File: src/rtl/lc3b_ctrl_pkg.sv
// Shared constants for the LC-3b control path.
// Contents:
//   state_e  - 6-bit microstate IDs, as decoded by the control store
//   OP_*     - IR[15:12] opcode values the microsequencer dispatches on
package lc3b_ctrl_pkg;

    typedef enum logic [5:0] {
        S_BR        = 6'd0,
        S_ADD       = 6'd1,
        S_AND       = 6'd5,
        S_XOR       = 6'd9,
        S_JMP       = 6'd12,
        S_LEA       = 6'd14,
        S_FETCH_MAR = 6'd18,
        S_FETCH_PC  = 6'd19,
        S_BR_TAKEN  = 6'd22,
        S_DECODE    = 6'd32,
        S_FETCH_MEM = 6'd33,
        S_FETCH_IR  = 6'd35,
        S_HALT      = 6'd63
    } state_e;

    localparam logic [3:0] OP_BR  = 4'b0000;
    localparam logic [3:0] OP_ADD = 4'b0001;
    localparam logic [3:0] OP_AND = 4'b0101;
    localparam logic [3:0] OP_XOR = 4'b1001;
    localparam logic [3:0] OP_JMP = 4'b1100;
    localparam logic [3:0] OP_LEA = 4'b1110;

endpackage

File: src/rtl/lc3b_wait_timer.sv
// Memory-wait timer for the instruction fetch.
// Ports:
//   clk, rst  - clock, synchronous active-high reset
//   clear     - zero the counter (asserted on the cycle before entering the wait state)
//   enable    - high while the sequencer sits in the wait state
//   ready     - memory read complete
//   expired   - this is the last allowed wait cycle and memory is still not ready
module lc3b_wait_timer #(
    parameter int MEM_TIMEOUT = 15
) (
    input  logic clk,
    input  logic rst,
    input  logic clear,
    input  logic enable,
    input  logic ready,
    output logic expired
);

    localparam int CW = $clog2(MEM_TIMEOUT + 1);
    localparam logic [CW-1:0] LAST_WAIT = CW'(MEM_TIMEOUT - 1);
    localparam logic [CW-1:0] MAX_COUNT = CW'(MEM_TIMEOUT);

    // Number of wait cycles already completed; during wait cycle n it holds n-1.
    logic [CW-1:0] r_count;

    // NOTE: sequential state uses non-blocking assignments so every register
    // samples the pre-edge values of its neighbours.
    always_ff @(posedge clk) begin
        if (rst || clear) begin
            r_count <= '0;
        end else if (enable && !ready && r_count != MAX_COUNT) begin
            r_count <= r_count + CW'(1);
        end
    end

    // A ready on the final cycle wins over the timeout.
    assign expired = enable && !ready && (r_count == LAST_WAIT);

endmodule

File: src/rtl/lc3b_microsequencer.sv
// LC-3b microsequencer: state register and next-state logic for the control path.
// Ports:
//   clk, rst     - clock, synchronous active-high reset
//   run          - allow a new fetch to start from state 18
//   ir_opcode    - IR[15:12], meaningful from state 32 onward
//   ben          - branch enable, used only in state 0
//   mem_ready    - memory read complete, used only in state 33
//   state_id     - current microstate to the control store
//   mem_req      - high while in state 33
//   halted       - high while in S_HALT
//   err_illegal  - sticky: halted on an unsupported opcode or an undefined state
//   err_timeout  - sticky: halted because memory never became ready
//   instr_count  - retired instructions, wraps modulo 2^CNT_W
module lc3b_microsequencer
    import lc3b_ctrl_pkg::*;
#(
    parameter int MEM_TIMEOUT = 15,
    parameter int CNT_W       = 16
) (
    input  logic             clk,
    input  logic             rst,
    input  logic             run,
    input  logic [3:0]       ir_opcode,
    input  logic             ben,
    input  logic             mem_ready,
    output logic [5:0]       state_id,
    output logic             mem_req,
    output logic             halted,
    output logic             err_illegal,
    output logic             err_timeout,
    output logic [CNT_W-1:0] instr_count
);

    state_e             r_state;
    logic               r_mem_req;
    logic               r_halted;
    logic               r_err_illegal;
    logic               r_err_timeout;
    logic [CNT_W-1:0]   r_instr_count;

    state_e w_next;
    logic   w_retire;
    logic   w_set_illegal;
    logic   w_set_timeout;
    logic   w_expired;

    // The counter is cleared from state 19, the only way into state 33.
    lc3b_wait_timer #(
        .MEM_TIMEOUT(MEM_TIMEOUT)
    ) u_wait_timer (
        .clk     (clk),
        .rst     (rst),
        .clear   (r_state == S_FETCH_PC),
        .enable  (r_state == S_FETCH_MEM),
        .ready   (mem_ready),
        .expired (w_expired)
    );

    // NOTE: every signal written here gets a default first, so no path through
    // the case leaves one unassigned and no latch is inferred.
    always_comb begin
        w_next        = r_state;
        w_retire      = 1'b0;
        w_set_illegal = 1'b0;
        w_set_timeout = 1'b0;
        case (r_state)
            S_FETCH_MAR: if (run) w_next = S_FETCH_PC;
            S_FETCH_PC:  w_next = S_FETCH_MEM;
            S_FETCH_MEM: begin
                if (mem_ready) begin
                    w_next = S_FETCH_IR;
                end else if (w_expired) begin
                    w_next        = S_HALT;
                    w_set_timeout = 1'b1;
                end
            end
            S_FETCH_IR:  w_next = S_DECODE;
            S_DECODE: begin
                case (ir_opcode)
                    OP_BR:   w_next = S_BR;
                    OP_ADD:  w_next = S_ADD;
                    OP_AND:  w_next = S_AND;
                    OP_XOR:  w_next = S_XOR;
                    OP_JMP:  w_next = S_JMP;
                    OP_LEA:  w_next = S_LEA;
                    default: begin
                        w_next        = S_HALT;
                        w_set_illegal = 1'b1;
                    end
                endcase
            end
            S_BR: begin
                if (ben) begin
                    w_next = S_BR_TAKEN;
                end else begin
                    w_next   = S_FETCH_MAR;
                    w_retire = 1'b1;
                end
            end
            S_ADD, S_AND, S_XOR, S_JMP, S_LEA, S_BR_TAKEN: begin
                w_next   = S_FETCH_MAR;
                w_retire = 1'b1;
            end
            S_HALT:      w_next = S_HALT;
            default: begin
                w_next        = S_HALT;
                w_set_illegal = 1'b1;
            end
        endcase
    end

    // Moore outputs are registered from the next state so they line up with state_id.
    always_ff @(posedge clk) begin
        if (rst) begin
            r_state       <= S_FETCH_MAR;
            r_mem_req     <= 1'b0;
            r_halted      <= 1'b0;
            r_err_illegal <= 1'b0;
            r_err_timeout <= 1'b0;
            r_instr_count <= '0;
        end else begin
            r_state   <= w_next;
            r_mem_req <= (w_next == S_FETCH_MEM);
            r_halted  <= (w_next == S_HALT);
            if (w_set_illegal) r_err_illegal <= 1'b1;
            if (w_set_timeout) r_err_timeout <= 1'b1;
            if (w_retire)      r_instr_count <= r_instr_count + CNT_W'(1);
        end
    end

    assign state_id    = r_state;
    assign mem_req     = r_mem_req;
    assign halted      = r_halted;
    assign err_illegal = r_err_illegal;
    assign err_timeout = r_err_timeout;
    assign instr_count = r_instr_count;

endmodule

File: config.mk
export PLATFORM = sky130hd
export DESIGN_NAME = lc3b_microsequencer
export DESIGN_NICKNAME = d
export VERILOG_FILES = /design/src/rtl/lc3b_ctrl_pkg.sv /design/src/rtl/lc3b_wait_timer.sv /design/src/rtl/lc3b_microsequencer.sv
export SDC_FILE = /design/constraint.sdc
export NUM_CORES = 1
export LEC_CHECK = 0
export CAP_MARGIN = 20
export CORE_AREA = 2 2 50 71
export CTS_BUF_LIST = sky130_fd_sc_hd__clkbuf_4 sky130_fd_sc_hd__clkbuf_8
export DETAILED_ROUTE_END_ITERATION = 16
export DIE_AREA = 0 0 52 73
export PLACE_DENSITY = 0.85
export SLEW_MARGIN = 10
export SYNTH_ARGS = -nofsm -noshare
export SYNTH_HDL_FRONTEND = slang
export SYNTH_SLANG_ARGS = --single-unit
File: constraint.sdc
create_clock -name clk -period 3.2 [get_ports clk]
set_input_delay 0.8 -clock clk [delete_from_list [all_inputs] [get_ports clk]]
set_output_delay 0.8 -clock clk [all_outputs]
set_load 0.03 [all_outputs]
==> run summary, run 1 <==
The run finished with clean final reports. The library cell used most frequently in the layout, excluding fill and tap cells, is clkdlybuf4s50_1. The placed cell area came out at 2120 µm². The tools report the overall global routing resource usage as 23.3%. After clock tree synthesis, the setup repair step added 0 buffers. Summed over all nets, the switching power comes to 0.665 mW. The share of total power dissipated in sequential elements is 37.4%. The run gives 0 as the max-cap violation count.

The worst hold path belongs to the class flop to flop. The run gives 0 as the residual antenna-violating net count after detailed routing. The tools report the final hold violation count as 0. For the total routed wirelength, the log shows 3980 µm. Headroom to the max-slew limit came out at 34.7%. The floorplan step defined a die boundary enclosing 3800 µm².

The maximum clock insertion buffer count was 2. After detailed routing, the average wire length per cell comes to 14.2 µm. The endpoint identified for the worst register-to-register timing path is instr_count[15].

The library cell contributing the largest single delay on the critical path is clkdlybuf4s50_1. The initial antenna violation count came out at 0. From synthesis to final layout, the design area changed by 26.0%. The post-layout minimum cycle time was 2520 ps; the first-pass GRT wire length was 6550 µm. Counting cells, the worst reg-to-reg path comes to 5. The startpoint identified for the worst register-to-register timing path is state_id[4]. The share of the yosys chip area belonging to registers was 34.1%. Adding up every negative setup slack in the final design gives 0 ps. The total iterations of the first detailed-routing run is 4, and the fraction of the cycle the final worst path needs is 78.7%.

In this run, the clock network consumes 20.6% of the power. Buffers inserted during clock tree synthesis total 5. The worst setup path is of the flop to output pin kind.

The family with the most delay on the worst path is buffers and inverters. Async set-or-reset flop fraction in the synthesized netlist: 0%. The number of gates resized after CTS was 0.

The kind of start point of the critical path was a flop. Counting flops and latches in the post-synthesis netlist gives 30. In this run the horizontal extent of the chip is 52 µm. For the highest achievable clock rate, the log shows 0.397 GHz. For the worst-skew pair, the clock arrives at the later sink with an insertion delay of 280 ps. The HPWL after detailed placement was 3040 µm; the total non-filler cell area in the finished layout was 2220 µm². Per report_power, the combinational group accounts for 41.9% of the total. In this run the vertical extent of the chip is 73 µm.

On the final layout, the worst clock skew is 6.02 ps. During synthesis, Yosys emitted a total of 0 warnings. In this run the clock root is driven by a clkbuf_8. The actual transition at the worst max-transition pin was 967 ps. The tools report the worst voltage drop across the vdd grid as 617 µV. The H-tree was split into 2 levels. The logs give 0 for the number of diodes added for antenna fixing and 0.815 for the global placement routability congestion.

In this run, post-CTS hold repair placed 0 buffers. In the layout the commonest cells are clkdlybuf4s50_1 (34), dfxtp_1 (30), nor2_1 (21), a21oi_1 (19), nand2_1 (13). Entering global routing, the biggest net connects 18 pins. The hold path depth came out at 2. STA classifies the critical path endpoint as an output pin. Total grt overflow: 0. The end of the worst hold path is err_illegal.

The signal on the critical path passes through clkdlybuf4s50_1. Setup violations remaining at the end of the flow were counted as 0. Of the cells placed in the final design, the portion with a size suffix greater than 1 is 9.96%. The run gives 0 as the number of pins exceeding their max-slew limit in the final report.

Buffers placed on the I/O ports in this run total 34. For this run, the slowest stage of the critical path takes 780 ps. Setup repair after global routing left no endpoint under its margin. The tools report the post-synthesis instance area as 1760 µm². TritonCTS built the clock tree. The initial standard-cell utilization of the core was 54.6%; the number of nets in the finished design was 252. The via density per instance came out at 5.88. The startpoint identified for the worst hold timing path is err_illegal. For flop-to-flop paths, the worst setup slack is 890 ps.

Clock tree synthesis found a total of 30 sinks. The gate count after technology mapping came out at 206. The number of nets handed over by synthesis was 218. The via count of the first global-routing pass was 1474; the standby leakage power was 0.778 nW. Net switching is 42.9% of the power. 35 I/O pins were placed. The worst path buffer plus inverter count came out at 1. Internal power comes to 0.887 mW.

At the worst endpoint, the arrival time is 1720 ps. In this run the power density over the cells is 699 nW/µm². Counting the fill cells in the layout gives 281.

CTS clock-pin slew for the worst setup and hold paths: 60 ps. In the synthesized netlist the dominant register cell turns out to be dfxtp_1. Yosys mapped the design onto 62 distinct sky130hd cell types. The logs give 25 for the row count and 0 for the number of design rule violations left after detail routing. The synthesized area per cell was 8.55 µm². The count of flip-flops with a built-in enable after synthesis works out to 0.

The number of vias after detailed routing is 1652. The area of the placeable core was 3220 µm². Of all nets on the critical path, the largest fanout is 17. The data required time of the critical path is 2400 ps, and the DRC violation total after the first TritonRoute iteration is 47.
-- through the flow --
| step | instances | worst slack, ps | util (%) | total power, mW | hold slack (ps) |
|---|---|---|---|---|---|
| final | 281 | 680 | 68.9 | 1.55 | 464 |
| after global routing | 281 | 611 | 68.9 | 1.64 | 485 |
| after CTS | 281 | 689 | 68.9 | 1.55 | 464 |
| after detailed placement | 273 | 469 | 65.9 | 1.23 | 456 |
| after global placement | 273 | 561 | 65.9 | 1.22 | 451 |
| after floorplan | 206 | 1050 | - | 1.04 | 510 |
-- Yosys cell counts, drive strengths merged, types with 2 or more instances --
library cell / instances / area, µm²
a211oi: 4 / 35.0
a21oi: 21 / 120
and2: 4 / 25.0
and3: 2 / 13.8
buf: 6 / 31.3
clkbuf: 3 / 11.3
dfxtp: 30 / 601
ha: 3 / 37.5
inv: 9 / 33.8
mux2i: 2 / 20.0
nand2: 13 / 48.8
nand2b: 6 / 37.5
nand3: 2 / 10.0
nand3b: 2 / 15.0
nand4: 3 / 40.0
nor2: 21 / 78.8
nor3: 8 / 51.3
nor4: 3 / 48.8
nor4b: 2 / 17.5
o211ai: 6 / 45.0
o21a: 6 / 45.0
o21ai: 9 / 48.8
o41ai: 2 / 17.5
or2: 2 / 12.5
or3: 4 / 25.0
or4: 2 / 15.0
xnor2: 6 / 52.6
xor2: 3 / 26.3
-- how the worst max path moves through the flow --
stage	startpoint	to	slack [ps]	depth (start not counted)
after global routing	state_id[4]	state_id[4]	610	1
after detailed placement	ben	instr_count[15]	470	6
after global placement	ben	instr_count[15]	560	6
after CTS	state_id[4]	state_id[4]	690	1
final	state_id[4]	state_id[4]	680	1
after floorplan	ben	instr_count[15]	1050	5
-- sequential cells by signal, summed over array words and instances, names as in the netlist --
register,flops
err_illegal,1
halted,1
instr_count,16
err_timeout,1
u_wait_timer.r_count,4
state_id,6
mem_req,1
-- kinds of logic (layout without fill, tap and decap cells) --
kind of cell,count (synthesis),in the layout,share of synthesized area [%]
XOR/XNOR,9,9,4.48
AO/OA/AOI/OAI,62,62,24.4
multiplexers,2,2,1.14
adder cells (fa/ha/maj),4,4,2.70
AND/OR/NAND/NOR,81,81,28.9
flip-flops,30,30,34.1
buffers and inverters,18,53,4.34
-- routing by layer --
metal	track usage [%]	vias to the layer above	share of wire [%]
met4	11.7	0	2.1
met1	24.0	775	37
met3	5.53	7	3.9
met2	42.5	43	57
met5	0	-	0
li1	-	827	-
-- power by group through the flow --
stage / logic [mW] / registers (mW) / clock network (mW)
6_report: 0.651 / 0.581 / 0.320
5_1_grt: 0.704 / 0.593 / 0.347
4_1_cts: 0.649 / 0.577 / 0.327
3_5_place_dp: 0.645 / 0.584 / 0
3_3_place_gp: 0.639 / 0.585 / 0
2_1_floorplan: 0.450 / 0.586 / 0
-- area by class of cell --
class	count	area [µm²]	share of cell area (%)
clock inverter	1	5.00	0.226
clock buffer	7	90.1	4.06
sequential	30	601	27.1
multi-input combinational	158	1080	48.8
inverter	9	33.8	1.52
timing repair buffer	36	355	16.0
tap	40	50.0	2.26
-- worst reg2reg max path, stage by stage, from the launching register on --
cell     delay [ps]
dfxtp_1         660
nand2_1         320
a21oi_2         390
o21ai_1         230
or4_1           450
a21oi_1         180
(Power assumes the default switching activity.)
==> inputs of run 2 (changes only) <==
--- a/config.mk
+++ b/config.mk
@@ -6,11 +6,11 @@
 export NUM_CORES = 1
 export LEC_CHECK = 0
 export CAP_MARGIN = 20
-export CORE_AREA = 2 2 50 71
+export CORE_AREA = 2 2 52 74
 export CTS_BUF_LIST = sky130_fd_sc_hd__clkbuf_4 sky130_fd_sc_hd__clkbuf_8
 export DETAILED_ROUTE_END_ITERATION = 16
-export DIE_AREA = 0 0 52 73
-export PLACE_DENSITY = 0.85
+export DIE_AREA = 0 0 54 76
+export PLACE_DENSITY = 0.79
 export SLEW_MARGIN = 10
 export SYNTH_ARGS = -nofsm -noshare
 export SYNTH_HDL_FRONTEND = slang
==> constraint.sdc (replaced) <==
create_clock -name clk -period 2.45 [get_ports clk]
set_input_delay 0.6125 -clock clk [delete_from_list [all_inputs] [get_ports clk]]
set_output_delay 0.6125 -clock clk [all_outputs]
set_load 0.03 [all_outputs]
==> run 2 against run 1 <==
  * Non-clock buffer count is 8 higher
  * Register-to-register slack worse by 520 ps
  * Critical endpoint is now state_id[0]
  * Wire length is 0.70% higher
  * Sequential power up 26%
  * Die area increased by 8.1%
  * Cell area grew 2.8%
  * Largest power group unchanged
  * Critical path type unchanged
  * Cell count increased by 3.6%
==> run summary, run 2 (synthesized netlist as in run 1, its figures left out) <==
Leaving out fill and tap cells, the most frequent cell in the layout is clkdlybuf4s50_1. The number of nets in the finished design was 260; the number of standard cells in the layout, taps in and fillers out was 291. The relative contribution of combinational cells to total power was 44.6%; the hold path depth was 2. The largest single stage delay on the critical path is 770 ps. The path length in cells of the critical path is 1. The count of instances resized after the clock tree is built was 0. The worst-case reg-to-reg path depth was 5. Grouping stages by cell kind, the critical path spends the most delay in buffers and inverters.

For this run, the detailed router's first-pass iteration total came to 5. For the worst-skew pair, the clock arrives at the later sink with an insertion delay of 280 ps. The clock power share is 20.3%, and the average detailed-routed wire length per instance is 13.8 µm. The worst hold path belongs to the class flop to flop.

STA classifies the critical path endpoint as an output pin. For the row count, the log shows 26. The logs give 0 for the number of post-CTS setup repair buffers and 283 for the placed cell count. For met2 alone, demand over resource in global routing was 37.2%. Summed over all cells, the static leakage comes to 0.817 nW. The total routed wirelength was 4010 µm. The endpoint arrival time on the critical path came out at 1690 ps.

In the final layout, flip-flops and latches occupy 601 µm². The register with the most flip-flops in the layout has 16 of them. Among all stages on the critical path, the largest delay is contributed by clkdlybuf4s50_1. For the die footprint, the log shows 4100 µm². Static timing analysis puts the maximum clock frequency at 0.434 GHz. Of all nets on the critical path, the largest fanout is 14.

Counting the fill cells in the layout gives 296. Of the total power, the share spent switching nets is 42.5%. The clock buffer count from CTS is 5, and the met1 global-route usage is 22.4%. The run gives 2.73 ps as the post-route clock skew. For the worst setup path, the data required time is 1840 ps.

Using the TritonRoute via totals, the vias-per-cell ratio works out to 5.76. Floorplan die width: 54 µm. Traced cell by cell, the critical path runs through clkdlybuf4s50_1. At the end of routability-driven placement, the weighted congestion stood at 0.861. Across all layers, the routed design uses 1676 vias.

The wire-length estimate of the detail-placed layout is 3080 µm. The initial standard-cell utilization of the core is 50.1%, and the post-layout minimum cycle time is 2300 ps. The global-route track usage on met3 was 4.71%; the multi-input combinational cell area was 1080 µm². The internal cell power was 1.20 mW; the CTS clock-pin slew for the worst setup and hold paths was 60 ps.

The via count of the first global-routing pass was 1513. The logs give 0 for the final hold violation count and 16 for the largest net degree at the start of global routing. The die is 76 µm tall. The number of design rule violations left after detail routing was 0; the worst path buffer plus inverter count was 1. Setup repair after global routing left no endpoint under its margin. The internal reg-to-reg setup slack came out at 370 ps. The total grt overflow was 0. The run gives 0 as the number of buffers added to fix hold violations after cts.

The initial antenna violation count came out at 0. In this run, the number of DRC markers left after iteration 0 of detailed routing was 42. For the number of pins exceeding their max-slew limit in the final report, the log shows 0.

Summed over all nets, the switching power comes to 0.886 mW. VDD sags by at most 736 µV. TritonCTS built the clock tree. For the final routed database, the setup TNS stands at 0 ps.

The first global-routing pass estimated 6520 µm of wire. The fraction of the cycle the final worst path needs was 94.1%. Compared with the post-synthesis result, the final layout area differs by 29.6%. The actual transition at the worst max-transition pin was 509 ps; the count of buffers inserted at the top-level ports was 34.

CTS built an H-tree with a depth of 2. Clock tree synthesis selected as its root buffer the cell clkbuf_8. The total setup violations reported at the end of the flow was 0.

In this run the most used layer during global routing was met2. The kind of critical path is flop to output pin. The max-cap violation count was 0; the residual antenna-violating net count after detailed routing was 0. STA classifies the critical path startpoint as a flop. The flow ran to the end, and the final reports show no timing, DRC or antenna violations. In the layout the commonest cells are clkdlybuf4s50_1 (34), dfxtp_1 (30), nor2_1 (21), a21oi_1 (19), nand2_1 (13). Across every metal layer, demand over resource in global routing totals 21.5%. The share of total power dissipated in sequential elements is 35.2%. The clock passes through at most 2 buffers. Pin placement for this block handled 35 I/O pins. Power spread over the standard cell area amounts to 915 nW/µm². The run gives 0 as the number of diodes added for antenna fixing. Clock tree synthesis found a total of 30 sinks. After floorplanning, the core was sized to cover 3510 µm². The fraction of layout cells with a size suffix above 1 is 12.9%, and the relative slew slack is 66.0%.
-- run 2: cell types whose count changed in the layout (fill, tap and decap cells not counted) --
| cell | before | now |
|---|---|---|
| buf_4 | 2 | 10 |
-- run 2: layout make-up --
cell class / instances / share of cell area (%)
Multi-Input combinational cell: 158 / 47.5
Sequential cell: 30 / 26.3
Timing Repair Buffer: 44 / 18.2
Clock buffer: 7 / 3.95
Tap cell: 42 / 2.30
Inverter: 9 / 1.48
Clock inverter: 1 / 0.219
-- run 2: power groups by stage --
stage / combinational (mW) / clock, mW / sequential, mW
after floorplan: 0.588 / 0 / 0.765
after global placement: 0.916 / 0 / 0.740
after detailed placement: 0.928 / 0 / 0.743
after CTS: 0.931 / 0.437 / 0.733
after global routing: 1.00 / 0.458 / 0.759
final: 0.930 / 0.423 / 0.734
-- run 2: path summary, 6_finish.rpt --
kind / startpoint / end
max: state_id[0] / state_id[0]
min: err_illegal / err_illegal
max reg2reg: state_id[2] / instr_count[15]
min reg2reg: err_illegal / err_illegal
-- run 2: metrics by stage --
| stage | hold slack (ps) | util, % | instance area [µm²] | setup slack [ps] | power, mW |
|---|---|---|---|---|---|
| finish | 461 | 64.9 | 2280 | 145 | 2.09 |
| global route | 485 | 64.9 | 2280 | 62.0 | 2.22 |
| CTS | 464 | 64.9 | 2280 | 136 | 2.10 |
| detailed placement | 455 | 62.2 | 2190 | 56.7 | 1.67 |
| global placement | 449 | 62.2 | 2190 | 82.2 | 1.66 |
| floorplan | 510 | - | 1760 | 426 | 1.35 |
-- run 2: metal layers --
metal	vias up	share of wire [%]
met1	772	39
li1	843	-
met2	51	54
met4	0	2.7
met5	-	0
met3	10	3.9
